--- src/rtl/enc_dec_apb_rgf_pkg.sv ---
// rtl/enc_dec_apb_rgf_pkg.sv - shared types, constants and map helpers for the APB register file
package enc_dec_rgf_pkg;

   typedef enum logic {
      S_IDLE   = 1'b0,
      S_ACCESS = 1'b1
   } rgf_state_e;

   localparam int ADDR_LSB       = 2;
   localparam int CTRL_START_BIT = 0;

   // RW block, RO block, then INT_STATUS and INT_MASK.
   function automatic int idx_w(input int num_rw, input int num_ro);
      return $clog2(num_rw + num_ro + 2);
   endfunction

   function automatic int int_status_idx(input int num_rw, input int num_ro);
      return num_rw + num_ro;
   endfunction

   function automatic int int_mask_idx(input int num_rw, input int num_ro);
      return num_rw + num_ro + 1;
   endfunction

endpackage

--- src/rtl/enc_dec_int_ctrl.sv ---
// rtl/enc_dec_int_ctrl.sv - interrupt status (W1C), mask and registered irq
module enc_dec_int_ctrl #(
   parameter int NUM_INT = 4
) (
   input  logic               clk_i,
   input  logic               rstn_i,
   input  logic [NUM_INT-1:0] int_set_i,
   input  logic               status_wr_i,
   input  logic               mask_wr_i,
   input  logic [NUM_INT-1:0] wdata_i,
   output logic [NUM_INT-1:0] int_status_o,
   output logic [NUM_INT-1:0] int_mask_o,
   output logic               irq_o
);

   logic [NUM_INT-1:0] status_q, status_d;
   logic [NUM_INT-1:0] mask_q, mask_d;
   logic               irq_q;

   // A set pulse in the same cycle as a clear keeps the bit set.
   always_comb begin
      status_d = (status_q & ~(status_wr_i ? wdata_i : '0)) | int_set_i;
      mask_d   = mask_wr_i ? wdata_i : mask_q;
   end

   always_ff @(posedge clk_i or negedge rstn_i) begin
      if (!rstn_i) begin
         status_q <= '0;
         mask_q   <= '0;
         irq_q    <= 1'b0;
      end else begin
         status_q <= status_d;
         mask_q   <= mask_d;
         irq_q    <= |(status_q & mask_q);
      end
   end

   assign int_status_o = status_q;
   assign int_mask_o   = mask_q;
   assign irq_o        = irq_q;

endmodule

--- src/rtl/enc_dec_apb_rgf.sv ---
// rtl/enc_dec_apb_rgf.sv - parametrised APB3 register file for the encoder/decoder core
module enc_dec_apb_rgf
   import enc_dec_rgf_pkg::*;
#(
   parameter int AMBA_ADDR_WIDTH = 32,
   parameter int AMBA_WORD       = 32,
   parameter int NUM_RW_REGS     = 4,
   parameter int NUM_RO_REGS     = 2,
   parameter int NUM_INT         = 4,
   parameter int WAIT_STATES     = 0
) (
   input  logic                               clk,
   input  logic                               rstn,
   input  logic [AMBA_ADDR_WIDTH-1:0]         paddr,
   input  logic [AMBA_WORD-1:0]               pwdata,
   input  logic                               psel,
   input  logic                               penable,
   input  logic                               pwrite,
   output logic [AMBA_WORD-1:0]               prdata,
   output logic                               pready,
   output logic                               pslverr,
   output logic                               regs_wr_en,
   output logic [NUM_RW_REGS*AMBA_WORD-1:0]   rw_regs,
   output logic                               ctrl_start,
   input  logic [NUM_RO_REGS*AMBA_WORD-1:0]   ro_regs_in,
   input  logic [NUM_INT-1:0]                 int_set,
   output logic                               irq
);

   localparam int IDX_W = idx_w(NUM_RW_REGS, NUM_RO_REGS);
   localparam int NUM_REGS = NUM_RW_REGS + NUM_RO_REGS + 2;
   localparam logic [IDX_W-1:0] RO_LO    = IDX_W'(NUM_RW_REGS);
   localparam logic [IDX_W-1:0] STAT_IDX = IDX_W'(int_status_idx(NUM_RW_REGS, NUM_RO_REGS));
   localparam logic [IDX_W-1:0] MASK_IDX = IDX_W'(int_mask_idx(NUM_RW_REGS, NUM_RO_REGS));
   localparam logic [AMBA_ADDR_WIDTH-1:0] ADDR_END = AMBA_ADDR_WIDTH'(4 * NUM_REGS);
   localparam logic [3:0] WS = 4'(WAIT_STATES);
   localparam logic [AMBA_WORD-1:0] START_MASK = AMBA_WORD'(1) << CTRL_START_BIT;

   rgf_state_e           state_q, state_d;
   logic [3:0]           wcnt_q, wcnt_d;
   logic [IDX_W-1:0]     idx_q;
   logic                 wr_q, err_q;
   logic [AMBA_WORD-1:0] wdata_q;
   logic [AMBA_WORD-1:0] rw_q [NUM_RW_REGS];
   logic [AMBA_WORD-1:0] prdata_q;
   logic                 wr_en_q, start_q;
   logic [NUM_INT-1:0]   int_status, int_mask;

   logic [IDX_W-1:0]     in_idx, rd_idx;
   logic                 in_err, rd_err, setup, commit, load_rd;
   logic [AMBA_WORD-1:0] rd_val;

   assign in_idx  = paddr[ADDR_LSB +: IDX_W];
   assign in_err  = (paddr[ADDR_LSB-1:0] != '0) | (paddr >= ADDR_END)
                  | (pwrite & (in_idx >= RO_LO) & (in_idx < STAT_IDX));
   assign setup   = (state_q == S_IDLE) & psel & ~penable;
   assign pready  = (state_q == S_ACCESS) & (wcnt_q == WS);
   assign pslverr = pready & err_q;
   assign commit  = pready & psel & wr_q & ~err_q;

   always_comb begin
      state_d = state_q;
      wcnt_d  = wcnt_q;
      case (state_q)
         S_IDLE: begin
            if (setup) begin
               state_d = S_ACCESS;
               wcnt_d  = '0;
            end
         end
         S_ACCESS: begin
            if (!psel || pready) state_d = S_IDLE;
            else                 wcnt_d  = wcnt_q + 4'd1;
         end
         default: state_d = S_IDLE;
      endcase
   end

   // prdata is captured on the edge that enters the completing cycle.
   assign load_rd = (setup & ~pwrite & (WAIT_STATES == 0))
                  | ((state_q == S_ACCESS) & psel & ~pready & ~wr_q & ((wcnt_q + 4'd1) == WS));
   assign rd_idx  = (state_q == S_IDLE) ? in_idx : idx_q;
   assign rd_err  = (state_q == S_IDLE) ? in_err : err_q;

   always_comb begin
      rd_val = '0;
      for (int i = 0; i < NUM_RW_REGS; i++)
         if (rd_idx == IDX_W'(i)) rd_val = rw_q[i];
      for (int i = 0; i < NUM_RO_REGS; i++)
         if (rd_idx == IDX_W'(NUM_RW_REGS + i)) rd_val = ro_regs_in[i*AMBA_WORD +: AMBA_WORD];
      if (rd_idx == STAT_IDX) rd_val = AMBA_WORD'(int_status);
      if (rd_idx == MASK_IDX) rd_val = AMBA_WORD'(int_mask);
      if (rd_err)             rd_val = '0;
   end

   always_ff @(posedge clk or negedge rstn) begin
      if (!rstn) begin
         state_q <= S_IDLE;
         wcnt_q  <= '0;
      end else begin
         state_q <= state_d;
         wcnt_q  <= wcnt_d;
      end
   end

   always_ff @(posedge clk or negedge rstn) begin
      if (!rstn) begin
         idx_q    <= '0;
         wr_q     <= 1'b0;
         err_q    <= 1'b0;
         wdata_q  <= '0;
         prdata_q <= '0;
         wr_en_q  <= 1'b0;
         start_q  <= 1'b0;
         for (int i = 0; i < NUM_RW_REGS; i++) rw_q[i] <= '0;
      end else begin
         if (setup) begin
            idx_q   <= in_idx;
            wr_q    <= pwrite;
            err_q   <= in_err;
            wdata_q <= pwdata;
         end
         if (load_rd) prdata_q <= rd_val;
         wr_en_q <= commit;
         start_q <= commit & (idx_q == '0) & wdata_q[CTRL_START_BIT];
         // The start bit is a pulse, never stored.
         for (int i = 0; i < NUM_RW_REGS; i++)
            if (commit && idx_q == IDX_W'(i))
               rw_q[i] <= (i == 0) ? (wdata_q & ~START_MASK) : wdata_q;
      end
   end

   for (genvar g = 0; g < NUM_RW_REGS; g++) begin : g_rw_out
      assign rw_regs[g*AMBA_WORD +: AMBA_WORD] = rw_q[g];
   end

   enc_dec_int_ctrl #(.NUM_INT(NUM_INT)) u_int_ctrl (
      .clk_i        (clk),
      .rstn_i       (rstn),
      .int_set_i    (int_set),
      .status_wr_i  (commit & (idx_q == STAT_IDX)),
      .mask_wr_i    (commit & (idx_q == MASK_IDX)),
      .wdata_i      (wdata_q[NUM_INT-1:0]),
      .int_status_o (int_status),
      .int_mask_o   (int_mask),
      .irq_o        (irq)
   );

   assign prdata     = prdata_q;
   assign regs_wr_en = wr_en_q;
   assign ctrl_start = start_q;

endmodule

--- config.mk ---
export PLATFORM = sky130hd
export DESIGN_NAME = enc_dec_apb_rgf
export DESIGN_NICKNAME = d
export VERILOG_FILES = /design/src/rtl/enc_dec_apb_rgf_pkg.sv /design/src/rtl/enc_dec_int_ctrl.sv /design/src/rtl/enc_dec_apb_rgf.sv
export SDC_FILE = /design/constraint.sdc
export NUM_CORES = 1
export LEC_CHECK = 0
export BUFFER_PORTS_ARGS = -buffer_cell sky130_fd_sc_hd__buf_2
export CAP_MARGIN = 15
export CORE_ASPECT_RATIO = 0.9
export CORE_MARGIN = 2
export CORE_UTILIZATION = 45
export CTS_BUF_LIST = sky130_fd_sc_hd__clkbuf_8
export CTS_CLUSTER_SIZE = 12
export DETAILED_ROUTE_END_ITERATION = 12
export HOLD_SLACK_MARGIN = 0.03
export PLACE_DENSITY = 0.71
export SETUP_SLACK_MARGIN = 0.02
export SKIP_LAST_GASP = 1
export SYNTH_ARGS = -nofsm -noshare
export SYNTH_HDL_FRONTEND = slang
export SYNTH_SLANG_ARGS = --single-unit
--- constraint.sdc ---
create_clock -name clk -period 2.56 [get_ports clk]
set_input_delay 0.256 -clock clk [delete_from_list [all_inputs] [get_ports clk]]
set_output_delay 0.256 -clock clk [all_outputs]
set_load 0.1 [all_outputs]
**After elaboration in Yosys (flattened, before gate mapping)**

Cells that the tools add are included.

- Muxes and demuxes: 18
- Shift operators: 0
- $add $sub $neg: 1
- Equal/unequal tests: 14
- $lt $le $gt $ge: 3
- Bitwise logic cells: 31
- Reductions and logical operators: 13
- $mul: 0
- Div/mod/pow operators: 0

Operators with widths:

| cell | number |
|---|---|
| 32-bit two-way mux | 9 |
| 32-bit by 6-bit greater-or-equal comparator with 1-bit output (second input constant) | 1 |
| 1-bit AND | 18 |
| 3-bit == test (second input constant) | 6 |
| 3-bit by 2-bit == test with 1-bit output (second input constant) | 4 |
| 4-bit two-way mux | 3 |
| 4-bit AND | 2 |
| 4-bit zero test | 2 |
| 4-bit one-hot mux with 2 select lines | 1 |
| 3-bit by 1-bit == test with 1-bit output (second input constant) | 2 |
| 3-bit zero test | 2 |
| 1-bit inverter | 6 |
| 4-bit by 1-bit adder with 4-bit output (second input constant) | 1 |
| 1-bit logical AND | 4 |
| 2-bit != test (second input constant) | 2 |
| 4-bit inverter | 1 |
| 4-bit OR | 1 |
| 4-bit OR reduction | 1 |
| 3-bit greater-or-equal comparator (second input constant) | 1 |
| 3-bit less-than comparator (second input constant) | 1 |
| 1-bit two-way mux | 3 |
| 3-bit two-way mux | 1 |
| 1-bit OR | 3 |
| 1-bit one-hot mux with 2 select lines | 1 |
| other kinds (4) | 4 |

- Bits in read-only memories: 0
- Word-level logic and storage cells: 96
- Memories: 0
- Bits in latches: 0
- Bits in writable memories: 0
- Input bits: 137
- Register bits after elaboration: 212

**Depth between registers and ports, before layout**

- Depth in word-level cells: 11
- Mapped depth: 9
- Depth with buffers taken out: 7

**Hierarchy**

From an unflattened synthesis, not the netlist that was laid out.

- Cell total of the unflattened synthesis: 815
- Area, all modules: 9564.2 µm²

By module, submodules not included:

| module | sequential area each (µm²) | instances | area each (µm²) | cells an instance |
|---|---|---|---|---|
| enc_dec_apb_rgf | 5079.9 | 1 | 9230.1 | 791 |
| enc_dec_int_ctrl | 225.2 | 1 | 334.1 | 24 |

**Worst setup path after synthesis**

Ideal clock, no wire load.

- Path kind: register to register
- Start: register wcnt_q[0]
- End: register rw_q (netlist bit rw_regs[36])
- Period minus slack after synthesis: 2.365 ns
- Cell stages (with the launch flop): 10
- Arrival: 2.239 ns
- Setup slack: 0.195 ns
- Path through: dfrtp_1 > inv_1 > ha_1 > and4bb_4 > and4b_1 > buf_6 > and4bb_1 > buf_6 > buf_12 > mux2_4

- Longest elaborated chain between the ends: 6

RTL lines:

| what | RTL line | source |
|---|---|---|
| start, declared | enc_dec_apb_rgf.sv:40 | `logic [3:0] wcnt_q, wcnt_d;` |
| start signal, assigned | enc_dec_apb_rgf.sv:102 | `wcnt_q <= wcnt_d;` |
| 4-bit zero test | enc_dec_apb_rgf.sv:57 | `assign pready = (state_q == S_ACCESS) & (wcnt_q == WS);` |
| 1-bit AND | enc_dec_apb_rgf.sv:57 |  |
| via pready | enc_dec_apb_rgf.sv:20 | `output logic pready,` |
| 1-bit AND (3 in series) | enc_dec_apb_rgf.sv:59 | `assign commit = pready & psel & wr_q & ~err_q;` |
| via commit | enc_dec_apb_rgf.sv:50 | `logic in_err, rd_err, setup, commit, load_rd;` |
| 1-bit logical AND | enc_dec_apb_rgf.sv:128 | `if (commit && idx_q == IDX_W'(i))` |
| end signal, assigned by index | enc_dec_apb_rgf.sv:129 | `rw_q[i] <= (i == 0) ? (wdata_q & ~START_MASK) : wdata_q;` |
| end, declared | enc_dec_apb_rgf.sv:44 | `logic [AMBA_WORD-1:0] rw_q [NUM_RW_REGS];` |

The timed path passes the listed nets, and every way through them passes these cells.
A chain may end at the register's enable or synchronous reset.

**Worst setup path after layout**

- Start: register wcnt_q[0]
- End: register rw_q (netlist bit rw_regs[63])

- Longest elaborated chain between the ends: 6

RTL lines:

| what | RTL line |
|---|---|
| 4-bit zero test | enc_dec_apb_rgf.sv:57 |
| 1-bit AND | enc_dec_apb_rgf.sv:57 |
| 1-bit AND (3 in series) | enc_dec_apb_rgf.sv:59 |
| 1-bit logical AND | enc_dec_apb_rgf.sv:128 |

No other way between the ends.

==> out/qor.txt <==
Cell area after synthesis: 9972 um2
FFs w/ async S/R, synth: 100.0%
Critical path launch point type: flip-flop
EDFF count, synth: 0
CTS tree: yes
Post-DR vias/cell: 5.504
Most common cell after layout, fill and taps aside: buf_2
Clock-pin transition on the worst setup and hold timing paths: 0.06 ns
Core area: 21,700 um2
Final wirelength: 30,530 um
Final cell area excluding filler cells: 12,990 um2
Yosys reg bits: 212
Most frequent cells in the layout: buf_2 (299), dfrtp_1 (212), nand2_1 (155)
Syn avg cell area: 12.37 um2
H-tree depth: 2
Int Power: 5.518 mW
CTS sink cnt: 212
Max clock buf depth: 3
Buffers & Inverters on Critical Path: 2
Slowest stage delay, CP: 0.43 ns
Main flop type after synthesis: dfrtp_1
Worst Path Max Fanout: 18
Initial Utilization: 45.96%
Post-CTS Setup Bufs: 0
Part of the power in combinational logic: 14.1%
RSZ-0062 raised after global routing: no
Routability-driven placement congestion ratio: 0.8650
DR vias: 8,124
# Max-Cap Violations: 0
Switching Share: 28.77%
Residual DRC: 0
PD cells: 596.3 nW/um2
IO Count: 302
Drt initial violations: 594
Slew HR: 51.66%
Arrival time worst endpoint: 2.73 ns
CP delay by family, top: simple AND/OR/NAND/NOR gates
Worst slack, placed: 0.2222 ns
Die area: 23,370 um2
Gr usage total: 25.70%
Number of distinct library cells after synthesis: 57
Rows: 51
CTS resizes: 0
Yosys warning count: 0
Final Hold Viols: 0
Post-CTS Hold Buffers: 41
HP Class: input port to flip-flop
Drt pass-1 iters: 4
Fillcell total: 1,783
Sequential area share after synthesis: 53.20%
Worst-Skew Late Latency: 0.53 ns
Area after DPL: 11,850 um2
Kind of critical path: flip-flop to flip-flop
Gr ovfl total: 0
First-pass GRT wire length: 47,020 um
Number of global-route vias before repair: 8,253
Largest net degree at the start of global routing: 88
Clock power share: 39.1%
Worst VDD drop: 0.4260 mV
Slew @ Worst Pin: 0.7251 ns
CP max-delay cell: dfrtp_1
Minimum clock period: 2.320 ns
Setup TNS: 0 ns
Die height: 145.2 um
HPWL after detailed placement: 20,840 um
Final setup fails: 0
Static Leak: 6.840 nW
Worst path required time: 2.97 ns
Post-Synthesis Cells: 806
Max-slew violation count: 0
CP Cell Sequence: inv_1 -> ha_1 -> and4bb_4 -> and4b_1 -> and4bb_2 -> buf_12 -> mux2_2
Syn_nets: 946
IO Port Bufs: 300
Drt wl/cell: 20.68 um
Antenna violations before repair: 2
CTS Root Cell: clkbuf_8
Share of cells above drive strength 1: 46.41%
Num CTS Buffers: 36
Critical path endpoint category: flip-flop
Fmax: 0.4310 GHz
Seq pwr share: 46.8%
Nets: 1,297
Worst setup margin: 0.2398 ns
Routed Antenna Nets: 0
Status: finished clean
Die W: 160.9 um
Layout Skew: 0.01983 ns
Area Overhead vs Synth: 30.26%
Psw: 2.228 mW
Period utilisation layout: 90.63%
per-stage QoR:
step	instances	power [mW]	utilization [%]	hold WS, ns
CTS	1474	7.794	59.85	0.06643
detailed placement	1369	4.719	54.63	0.3733
global placement	1369	4.698	54.63	0.3693
floorplan	806	4.291	-	-0.03959
global route	1476	8.046	59.87	0.08130
finish	1476	7.746	59.87	0.08799
worst min-delay path, cell delays in order:
cell and delay, ns:
buf_2 0.08, o22ai_1 0.08, o31ai_2 0.17
worst paths after layout:
path	cells after the start	start	to	slack [ns]
hold / removal	3	ro_regs_in[45]	prdata[13]	0.09
hold reg to reg	2	prdata[20]	prdata[20]	0.47
setup reg to reg	7	wcnt_q[0]	rw_regs[63]	0.24
max in group asynchronous	3	rstn	prdata[24]	1.41
min in group asynchronous	2	rstn	rw_regs[112]	0.34
setup / recovery	7	wcnt_q[0]	rw_regs[63]	0.24
synth_stat cells, drive strengths merged (3+ instances only):
cell    count  area share, %
ha          3           0.38
mux2      135             18
o22ai      59            3.7
nand2b      3           0.19
clkbuf     24           0.90
dfrtp     212             53
nor3        5           0.25
inv         6           0.23
o21a       28            2.1
o21ai       9           0.45
nor2        7           0.29
buf        34            2.9
nand3       8           0.55
nand2     157            6.0
o31ai      31            3.3
mux2i       6           0.98
o221ai     34            3.0
a21o        4           0.30
nor4        7           0.50
a31oi       4           0.40
cells by family after synthesis:
| kind of cell | share of synthesized area [%] |
|---|---|
| compound gates | 14.49 |
| xor+xnor | 0.08785 |
| fa+ha+maj | 0.3765 |
| buf+inv | 4.003 |
| flops | 53.20 |
| mux | 18.52 |
| other cells | 0.03761 |
| simple gates | 9.285 |
flip-flops by register name, summed over array words and instances (netlist names):
register / count
rw_regs: 127
prdata: 32
wdata_q: 32
u_int_ctrl.int_mask_o: 4
u_int_ctrl.int_status_o: 4
wcnt_q: 4
idx_q: 3
ctrl_start: 1
err_q: 1
regs_wr_en: 1
state_q: 1
u_int_ctrl.irq_o: 1
wr_q: 1
layout make-up:
cell class | instances | area (um2) | share of cell area [%]
Sequential cell | 212 | 5305 | 40.84
Timing Repair Buffer | 371 | 2296 | 17.67
Clock inverter | 17 | 75.07 | 0.5779
Inverter | 6 | 22.52 | 0.1734
Multi-Input combinational cell | 530 | 4275 | 32.91
Tap cell | 291 | 364.1 | 2.803
Clock buffer | 47 | 646.9 | 4.980
Antenna cell | 2 | 5.005 | 0.03853
metal layers:
metal | global-route usage (%) | vias up | routed length, um
li1 | - | 3680 | -
met4 | 8.661 | 0 | 796
met2 | 42.00 | 376 | 14660
met1 | 34.55 | 4001 | 13030
met3 | 4.803 | 67 | 2041
met5 | 0 | - | 0
power groups by stage:
stage / registers (mW) / clock network (mW) / logic, mW
floorplan: 3.76 / 0 / 0.536
global placement: 3.68 / 0 / 1.02
detailed placement: 3.68 / 0 / 1.04
CTS: 3.62 / 3.08 / 1.09
global route: 3.64 / 3.23 / 1.17
finish: 3.62 / 3.03 / 1.09
(Power assumes the default switching activity.)
